--- src/rtl/cnt_up_down.sv ---
// rtl/cnt_up_down.sv - up/down counter with synchronous clear, wrap or saturate at limits
//
// Ports:
//   Clock - rising-edge system clock
//   Reset - synchronous active-high clear, overrides Up/Down
//   Up    - increment request
//   Down  - decrement request
//   Count - current count, straight from the count register
//
// Parameters:
//   WIDTH - counter width in bits
//   WRAP  - 1: modulo wrap at the limits, 0: saturate at the limits

module cnt_up_down #(
    parameter int WIDTH = 4,
    parameter bit WRAP  = 1'b1
) (
    input  logic             Clock,
    input  logic             Reset,
    input  logic             Up,
    input  logic             Down,
    output logic [WIDTH-1:0] Count
);

    localparam logic [WIDTH-1:0] CNT_MAX  = {WIDTH{1'b1}};
    localparam logic [WIDTH-1:0] CNT_ZERO = {WIDTH{1'b0}};
    localparam logic [WIDTH-1:0] CNT_ONE  = {{(WIDTH-1){1'b0}}, 1'b1};

    logic             at_max;
    logic             at_zero;
    logic [WIDTH-1:0] cnt_inc;
    logic [WIDTH-1:0] cnt_dec;
    logic [WIDTH-1:0] cnt_next;

    assign at_max  = (Count == CNT_MAX);
    assign at_zero = (Count == CNT_ZERO);

    // Limit handling: in wrap mode the plain modulo sum already rolls over,
    // in saturate mode the count sticks at the limit it would cross.
    always_comb begin
        cnt_inc = Count + CNT_ONE;
        cnt_dec = Count - CNT_ONE;
        if (!WRAP && at_max) begin
            cnt_inc = CNT_MAX;
        end
        if (!WRAP && at_zero) begin
            cnt_dec = CNT_ZERO;
        end
    end

    // Only an exact 10 or 01 moves the count. 11 cancels, 00 holds, and any
    // X/Z on the strobes fails both case items and falls through to hold.
    always_comb begin
        cnt_next = Count;
        case ({Up, Down})
            2'b10:   cnt_next = cnt_inc;
            2'b01:   cnt_next = cnt_dec;
            default: cnt_next = Count;
        endcase
    end

    // Reset is tested first so a clear never depends on the strobe values.
    always_ff @(posedge Clock) begin
        if (Reset) begin
            Count <= CNT_ZERO;
        end else begin
            Count <= cnt_next;
        end
    end

endmodule

--- config.mk ---
export PLATFORM = sky130hd
export DESIGN_NAME = cnt_up_down
export DESIGN_NICKNAME = d
export VERILOG_FILES = /design/src/rtl/cnt_up_down.sv
export SDC_FILE = /design/constraint.sdc
export NUM_CORES = 1
export LEC_CHECK = 0
export BUFFER_PORTS_ARGS = -buffer_cell sky130_fd_sc_hd__buf_2
export CAP_MARGIN = 15
export CORE_AREA = 3 3 40 42
export DETAILED_ROUTE_END_ITERATION = 12
export DIE_AREA = 0 0 43 45
export PLACE_DENSITY = 0.37
export SYNTH_ARGS = -nofsm -noshare
export SYNTH_HDL_FRONTEND = slang
export SYNTH_SLANG_ARGS = --single-unit
--- constraint.sdc ---
create_clock -name Clock -period 4.15 [get_ports Clock]
set_input_delay 0.6225 -clock Clock [delete_from_list [all_inputs] [get_ports Clock]]
set_output_delay 0.6225 -clock Clock [all_outputs]
set_load 0.1 [all_outputs]
; Yosys cells after proc, flatten, opt, wreduce, memory -nomap -nowiden
; Index checks and enable logic that the tools add are counted.
[totals]
ff_bits = 4
latchBits = 0
mem_bits_rw = 0
rom_bits = 0
in_bits = 4
wordCells = 7
n_memories = 0
[op_classes]
n_addsub = 2
n_mul = 0
div_mod_pow = 0
magnitude_cmp = 0
eq_ne = 2
shift = 0
n_mux = 1
bitwise = 0
n_reduce_logical = 1
[op_table]
columns = operator, count
row1 = case mux 4 bit (2 select lines), 1
row2 = "adder 4 x 1 -> 4 bit, second input constant", 1
row3 = "subtractor 4 x 1 -> 4 bit, second input constant", 1
row4 = "equality test 2 x 1 -> 1 bit, second input constant", 1
row5 = "equality test 2 bit, second input constant", 1
row6 = nonzero test 2 bit, 1

; Depth between registers and ports, before layout
; Gate-level depths: netlist of the first run.
[logic_depth]
depth_word = 2
depth_mapped = 8

; Worst setup path before layout of the first run
; OpenSTA, ideal clock, no wires.
[synth_path]
path_type = flip-flop to flip-flop
start = register Count[1]
end = register Count[2]
t_arrival_ns = 2.018
required_ns = 4.080
path_slack_ns = 2.062
path_stages_with_launch = 7
period_less_slack_ns = 2.088
path_cell_list = dfxtp_1 -> xor2_1 -> ha_1 -> a21oi_1 -> xor2_1 -> or3_1 -> a21oi_1
[synth_via]
elab_chain_cells = 2
elab_cells_between_ends = 3
classes_between = add/sub (2) / mux (1)
[synth_lines]
columns = element, line
row1 = start: declaration, 22  ; output logic [WIDTH-1:0] Count
row2 = start signal: assignment, 67  ; Count <= cnt_next;
row3 = subtractor 4 x 1 -> 4 bit or adder 4 x 1 -> 4 bit (tied branches), "42, 41"
row4 = case mux 4 bit (2 select lines) (*), 55  ; case ({Up, Down})
; Mark *: on every way between the ends. The rest lies on a longest branch, timed or not.
; A chain may end at the register's enable or synchronous reset.

; Worst setup path in the final report of the first run
[layout_path]
start = input port Up
end = register Count[3]
[layout_via]
elab_chain_cells = 2
elab_cells_between_ends = 4
classes_between = eq/ne (2) / mux (1) / reduce/logical (1)
[layout_lines]
columns = element, line
row1 = start: declaration, 20  ; input logic Up,
row2 = equality test 2 x 1 -> 1 bit or equality test 2 bit (tied branches), 55
row3 = case mux 4 bit (2 select lines) or nonzero test 2 bit (tied branches), -
; Parallel ways exist; a longest one is shown, timed or not.

==> summary.md, run 1 <==
| Metric | Value |
|---|---|
| Setup TNS | 0 ps |
| Peak supply drop | 0.152 mV |
| CTS Root Buffer Type | clkbuf_4 |
| Biggest register | Count |
| CORE AREA | 1280 um2 |
| # nets final | 47 |
| Max-Cap Viols | 0 |
| Kind of critical path | primary input to flop |
| Mapped Cells | 28 |
| Worst-path fanout max | 6 |
| Top post-synthesis cells by count | 4 x dfxtp_1, 4 x nor2b_1 |
| H-tree level count | 1 |
| Synth Flop Type | dfxtp_1 |
| Slew HR | 0.679 |
| CTS Buffer Depth | 2 |
| Final GP Congestion | approximately 0.64 |
| DRC viols | 0 |
| Unique masters post-synth | 13 |
| Vias in the first global route | 194 |
| Min-delay worst type | flop to flop |
| EDFF count, synth | 0 |
| Critical path capture point type | flop |
| Area of the multi-input gates | 169 um2 |
| Area growth from synthesis to layout | 30.2% |
| Num CTS Buffers | 3 |
| Wirelength per Cell | 9.58 um |
| Final Hold Viols | 0 |
| FF-to-FF path depth | 6 |
| Synth Area per Inst | roughly 9 um2 |
| Leak Pwr | 0.164 nW |
| Via density | 4.26 |
| Filler cells | 144 |
| Routed Antenna Nets | 0 |
| Chip height | 45 um |
| Synth area leader | dfxtp_1 |
| WP data arrival | roughly 2000 ps |
| Layout cell share with drive strength beyond 1 | 0.263 |
| Final Max Slew Viols | 0 |
| Antenna violations before repair | 0 |
| Non-filler cells, final | 53 |
| Clock sink count | 4 |
| Post-CTS setup buffers | 0 |
| Worst path required time | 4270 ps |
| Fin crit share | 0.454 |
| Die X | around 43 um |
| Syn_nets | 35 |
| Hold Buf Count CTS | 0 |
| Clock skew | between 0.2 and 0.3 ps |
| DRT iter0 DRCs | 5 |
| Worst-margin pin slew | just under 500 ps |
| Clk pin slew, worst setup/hold paths | about 40 ps |
| Critical path launch point type | primary input |
| Inserted Diodes | 0 |
| Hold Crit Depth | 2 |
| Final setup viols | 0 |
| PortBufs | 7 |
| TritonCTS clock tree | yes |
| Largest net degree at the start of global routing | 7 |
| Share of the synthesized area in the top cell type | 0.317 |
| Top cells by area, synth | dfxtp_1 32%, ha_1 15%, xor2_1 10%, nor2b_1 9.9%, a21oi_1 5.9% |
| Max reg flops | 4 |
| GR Util All Layers | 0.0626 |
| Placed Cells | 50 |
| Max Fclk | 0.531 GHz |
| Ys async rst share | 0 |
| Status | finished clean |
| WHS | roughly 520 ps |
| Register area share after synthesis | 0.317 |
| Tmin final | 1880 ps |
| Sequential standard cell area | ~80 um2 |
| Die ar. | approximately 1900 um2 |
| RSZ-0062 raised after global routing | false |
| Worst skew pair latency | 240 ps |
| Total Wirelength | 508 um |
| Vias | 226 |
| Pwr Density | 542 nW/um2 |
| Yosys warns | 0 |
| First-pass GRT wire length | 807 um |
| 1st-pass router iterations | 2 |
| Io pins | 8 |
| Seq cells post-synth | 4 |
| # rows | 13 |
| Mapped Area | 253 um2 |
| Largest registers | Count (4) |
| Grt total ovfl | 0 |
| Initial Utilization | 0.197 |
| Post-cts sizing count | 0 |
where the power goes:
part | total, mW | switching [mW] | internal, mW
combinational | 0.0759 | 0.0575 | 0.0184
sequential | 0.0519 | 0.00732 | 0.0446
clock | 0.0506 | 0.0181 | 0.0325
per-stage QoR:
stage	power, mW	setup WS (ps)	area [um2]	util
after floorplan	0.116	2060	253	-
after global placement	0.128	2000	307	0.239
after detailed placement	0.128	2000	307	0.239
after CTS	0.181	2260	329	0.256
after global routing	0.190	2180	329	0.256
final	0.178	2270	329	0.256
critical path: stages:
cell and delay (ps):
buf_2 70, inv_1 40, ha_1 370, or3_1 380, o32ai_1 160, mux2_1 350
layer usage:
layer,global-route usage,wire (um),share of wire,up-vias
met5,0,0,0,-
met4,0.108,27,0.053,0
met3,0.0159,41,0.081,4
met2,0.0689,177,0.35,9
met1,0.0726,262,0.52,94
li1,-,-,-,119
cell families (layout without fill, tap and decap cells):
family,Yosys count,count (layout),synth area share
and+or+nand+nor,9,9,0.193
xor gates and xnor gates,3,3,0.104
buffers and inverters,1,11,0.0148
DFF,4,4,0.317
adders and majority gates,3,3,0.149
muxes,2,2,0.0842
AOI/OAI and AO/OA,6,6,0.139
final timing paths:
kind | from | end | slack [ps]
worst max-delay path | Up | Count[3]$_SDFFE_PP0P_ | 2270
worst min-delay path | Count[2]$_SDFFE_PP0P_ | Count[2]$_SDFFE_PP0P_ | 520
worst max register to register | Count[1]$_SDFFE_PP0P_ | Count[2]$_SDFFE_PP0P_ | 2680
worst min register to register | Count[2]$_SDFFE_PP0P_ | Count[2]$_SDFFE_PP0P_ | 520
area by class of cell:
cell class              count  area share
inverters                   1      0.0114
multi-input cells          23       0.513
flip-flops and latches      4       0.243
well taps                  15      0.0570
clock buffers               3      0.0684
repair buffers              7       0.106
placed cells by master, fill, tap and decap left out, drive strengths merged:
master  n
a21oi   3
a31oi   1
buf     7
clkbuf  3
dfxtp   4
ha      3
inv     1
mux2    1
mux2i   1
nor2    3
nor2b   4
o21ai   1
o32ai   1
or3     2
xor2    3
No activity file was read; power rests on OpenSTA's default activity.
==> run 2, diff against run 1 <==
- PLACE_DENSITY: 0.37 -> 0.38
- clock period: 4.15 -> 1.7 ns (I/O delays scaled with it)
==> summary.md, run 2 (synthesized netlist as in run 1, its figures left out) <==
| Metric | Value |
|---|---|
| Clock skew | 1.34 ps |
| Die X | 43 um |
| TritonCTS clock tree | yes |
| Register-to-register setup slack | between 200 and 250 ps |
| Vias | 245 |
| Final Max Slew Viols | 0 |
| Final Hold Viols | 0 |
| Slew HR | 0.678 |
| Most frequent cells in the layout | 7 x buf_2, 4 x nor2b_1 |
| Biggest register | Count |
| Io pins | 8 |
| Chip height | 45 um |
| H-tree level count | 1 |
| Critical path capture point type | flop |
| Post-CTS setup buffers | 0 |
| Peak supply drop | 0.563 mV |
| Filler cells | 150 |
| Status | finished clean |
| Commonest non-fill, non-tap cell in the layout | buf_2 |
| Hold Buf Count CTS | 0 |
| CORE AREA | 1280 um2 |
| Final GP Congestion | 0.664 |
| PortBufs | 7 |
| Vias in the first global route | between 200 and 250 |
| Overall power | approximately 0.44 mW |
| Worst path required time | 1850 ps |
| Final setup viols | 0 |
| Worst-margin pin slew | 486 ps |
| CP peak stage delay | 310 ps |
| DRT iter0 DRCs | 0 |
| Max Fclk | 0.672 GHz |
| Area of the multi-input gates | 169 um2 |
| Routed Antenna Nets | 0 |
| Area growth from synthesis to layout | 37.6% |
| Post-cts sizing count | 0 |
| # rows | 13 |
| Total Wirelength | 518 um |
| Initial Utilization | 0.197 |
| Die ar. | 1940 um2 |
| Clock sink count | 4 |
| Largest registers | Count (4) |
| Fin crit share | 0.876 |
| Cell family with most CP delay | adder cells |
| # nets final | 49 |
| Via density | 4.45 |
| DRC viols | 0 |
| GR Util All Layers | 0.0748 |
| Layout cell share with drive strength beyond 1 | 0.375 |
| Worst skew pair latency | 230 ps |
| Worst-path fanout max | 2 |
| Cells along the critical path | buf_2, inv_1, ha_1, xor2_1, ha_1, a21oi_1, xor2_1, or3_1, a21oi_1 |
| Min-delay worst type | primary input to flop |
| Critical path launch point type | primary input |
| Kind of critical path | primary input to flop |
| Leak Pwr | approximately 0.17 nW |
| Post-DP Area | 325 um2 |
| Clk pin slew, worst setup/hold paths | ~40 ps |
| Wirelength per Cell | about 9.4 um |
| Antenna violations before repair | 0 |
| Max reg flops | 4 |
| Tmin final | 1490 ps |
| First-pass GRT wire length | 1.00 mm |
| RSZ-0062 raised after global routing | false |
| CTS Buffer Depth | 2 |
| Inserted Diodes | 0 |
| Worst Path Buf+Inv | 2 |
| Largest net degree at the start of global routing | 7 |
| Grt total ovfl | 0 |
| HPWL Detailed | ~420 um |
| Max-Cap Viols | 0 |
| 1st-pass router iterations | 1 |
| WP data arrival | around 1600 ps |
| Slowest CP cell | or3_1 |
| Num CTS Buffers | 3 |
| Sequential standard cell area | ~84 um2 |
| Pwr Density | 1250 nW/um2 |
| Fin area | around 350 um2 |
| CTS Root Buffer Type | clkbuf_4 |
-- run 2: cell types whose count changed in the layout (fill, tap and decap cells not counted) --
cell,before,now
dfxtp_1,4,1
dfxtp_2,0,3
buf_4,0,2
-- run 2: area by class of cell --
| class | instances | share of cell area |
|---|---|---|
| clock buffer | 3 | 0.0647 |
| timing repair buffer | 9 | 0.144 |
| multi-input combinational | 23 | 0.486 |
| sequential | 4 | 0.241 |
| tap | 15 | 0.0540 |
| inverter | 1 | 0.0108 |
-- run 2: metal layers --
| layer | global-route usage | wire length (um) | up-vias |
|---|---|---|---|
| met5 | 0 | 0 | - |
| met4 | 0.0542 | 0 | 0 |
| met3 | 0.0518 | 29 | 0 |
| met2 | 0.0958 | 247 | 7 |
| met1 | 0.0861 | 241 | 116 |
| li1 | - | - | 122 |
-- run 2: power by group --
group          switching (mW)  total [mW]  internal (mW)  leakage [nW]
clock network          0.0372       0.116         0.0789        0.0138
logic                   0.142       0.191         0.0487         0.127
registers              0.0178       0.129          0.112        0.0340
total                   0.197       0.436          0.239         0.175
-- run 2: worst register-to-register path: stages (launching register included) --
cell	delay, ps
dfxtp_2	340
xor2_1	160
ha_1	180
a21oi_1	160
xor2_1	90
or3_1	310
a21oi_1	160
-- run 2: path summary, 6_finish.rpt --
check	cells after the start	end	from
worst max-delay path	9	Count[2]$_SDFFE_PP0P_	Up
worst min-delay path	2	Count[1]$_SDFFE_PP0P_	Reset
worst max register to register	6	Count[2]$_SDFFE_PP0P_	Count[1]$_SDFFE_PP0P_
worst min register to register	2	Count[2]$_SDFFE_PP0P_	Count[2]$_SDFFE_PP0P_
-- run 2: stage by stage --
| step | utilization | setup slack [ps] | hold slack, ps | cells | TNS (ps) |
|---|---|---|---|---|---|
| 3_3_place_gp | 0.253 | 33.1 | 472 | 52 | 0 |
| 4_1_cts | 0.271 | 200 | 235 | 55 | 0 |
| 3_5_place_dp | 0.253 | -38.0 | 479 | 52 | -38.0 |
| 6_report | 0.271 | 211 | 237 | 55 | 0 |
| 2_1_floorplan | - | -28.0 | 317 | 28 | -28.0 |
| 5_1_grt | 0.271 | 96.7 | 238 | 55 | 0 |
==> run 3, diff against run 2 <==
==> constraint.sdc (replaced) <==
create_clock -name Clock -period 1.7 [get_ports Clock]
set_input_delay 0 -clock Clock [delete_from_list [all_inputs] [get_ports Clock]]
set_output_delay 0 -clock Clock [all_outputs]
set_load 0.1 [all_outputs]
==> summary.md, run 3 (synthesized netlist as in run 1, its figures left out) <==
| Metric | Value |
|---|---|
| DRT iter0 DRCs | 5 |
| CTS Root Buffer Type | clkbuf_4 |
| Commonest non-fill, non-tap cell in the layout | buf_2 |
| Antenna violations before repair | 0 |
| Kind of critical path | flop to flop |
| Final Hold Viols | 0 |
| Leak Pwr | 0.174 nW |
| HPWL Detailed | 421 um |
| Final setup viols | 0 |
| Critical path capture point type | flop |
| Vias in the first global route | between 200 and 250 |
| Routed Antenna Nets | 0 |
| Status | finished clean |
| Critical path launch point type | flop |
| PnR worst setup slack | 269 ps |
| Grt total ovfl | 0 |
| Io pins | 8 |
| # rows | 13 |
| CTS Buffer Depth | 2 |
| TritonCTS clock tree | yes |
| Wirelength per Cell | approximately 9.8 um |
| Max-Cap Viols | 0 |
| Cells along the critical path | xor2_1, ha_1, a21oi_1, xor2_1, or3_1, a21oi_1 |
| WP data arrival | 1590 ps |
| Clk pin slew, worst setup/hold paths | 40 ps |
| Biggest register | Count |
| Most frequent cells in the layout | 7 x buf_2, 4 x nor2b_1 |
| Hold Crit Depth | 5 |
| Clock skew | 1.27 ps |
| Overall power | 0.437 mW |
| Setup TNS | 0 ps |
| CORE AREA | 1280 um2 |
| Layout cell share with drive strength beyond 1 | 0.350 |
| Inserted Diodes | 0 |
| First-pass GRT wire length | 917 um |
| Worst skew pair latency | roughly 240 ps |
| 1st-pass router iterations | 3 |
| Largest registers | Count (4) |
| Die X | 43 um |
| Worst path required time | 1860 ps |
| Max reg flops | 4 |
| Peak supply drop | 0.411 mV |
| Slowest CP cell | dfxtp_2 |
| Non-filler cells, final | 55 |
| Placed Cells | 51 |
| Final GP Congestion | 0.707 |
| Fin crit share | 0.842 |
| Filler cells | 144 |
| Chip height | about 45 um |
| Final Max Slew Viols | 0 |
| Largest net degree at the start of global routing | 7 |
| GR Util All Layers | 0.0665 |
| CP peak stage delay | between 300 and 400 ps |
| Slew HR | 0.678 |
| Setup slack at placement | 228 ps |
| Num CTS Buffers | 3 |
| Finished Core Util | 0.273 |
| Initial Utilization | 0.197 |
| RSZ-0062 raised after global routing | false |
| Die ar. | 1940 um2 |
| H-tree level count | 1 |
| Clock sink count | 4 |
| Worst-path fanout max | 6 |
| Via density | 4.38 |
| Vias | 241 |
| # nets final | 49 |
| Pwr Density | 1250 nW/um2 |
| PortBufs | 7 |
| DRC viols | 0 |
| Tmin final | 1430 ps |
| Worst-margin pin slew | 486 ps |
| Max Fclk | 0.699 GHz |
| Total Wirelength | 539 um |
| Min-delay worst type | primary input to flop |
| Area growth from synthesis to layout | 38.6% |
| Post-cts sizing count | 0 |
| FF-to-FF path depth | 6 |
run 3: worst max-delay path: cells and delay by family, from the launching register on:
kind / cells / cell delay (ps)
AO/OA/AOI/OAI: 2 / 280
XOR/XNOR: 2 / 250
adder cells (fa/ha/maj): 1 / 190
flip-flops: 1 / 330
AND/OR/NAND/NOR: 1 / 300
run 3: what timing repair did:
item                                   in CTS  in global routing
endpoints found under the hold margin       3                  0
setup buffers                               0                  0
hold buffers                                1                  0
run 3: per-stage QoR:
stage / hold slack [ps] / instance area, um2
after global routing: 351 / 350
after CTS: 297 / 350
final: 292 / 350
after floorplan: 61.7 / 256
after detailed placement: 227 / 318
after global placement: 217 / 318
run 3: metal layers:
layer / GRT usage / vias up / wire length [um]
met2: 0.111 / 8 / 261
li1: - / 124 / -
met3: 0.0398 / 2 / 37
met5: 0 / - / 0
met1: 0.0647 / 107 / 227
met4: 0.0361 / 0 / 12
run 3: layout make-up:
class | instances | area [um2] | area share
clock buffers | 3 | 22.5 | 0.0643
inverters | 1 | 3.75 | 0.0107
flip-flops and latches | 4 | 83.8 | 0.239
repair buffers | 9 | 52.6 | 0.150
multi-input cells | 23 | 169 | 0.482
well taps | 15 | 18.8 | 0.0536
run 3: worst paths after layout:
path                    startpoint               endpoint  slack (ps)
max          Count[1]$_SDFFE_PP0P_  Count[2]$_SDFFE_PP0P_         270
min                           Down  Count[1]$_SDFFE_PP0P_         290
max reg2reg  Count[1]$_SDFFE_PP0P_  Count[2]$_SDFFE_PP0P_         270
min reg2reg  Count[2]$_SDFFE_PP0P_  Count[2]$_SDFFE_PP0P_         510
run 3: power breakdown:
part	leakage, nW	internal [mW]	switching, mW	total (mW)
Clock	0.0138	0.0790	0.0388	0.118
Sequential	0.0340	0.112	0.0171	0.129
Combinational	0.126	0.0488	0.142	0.191
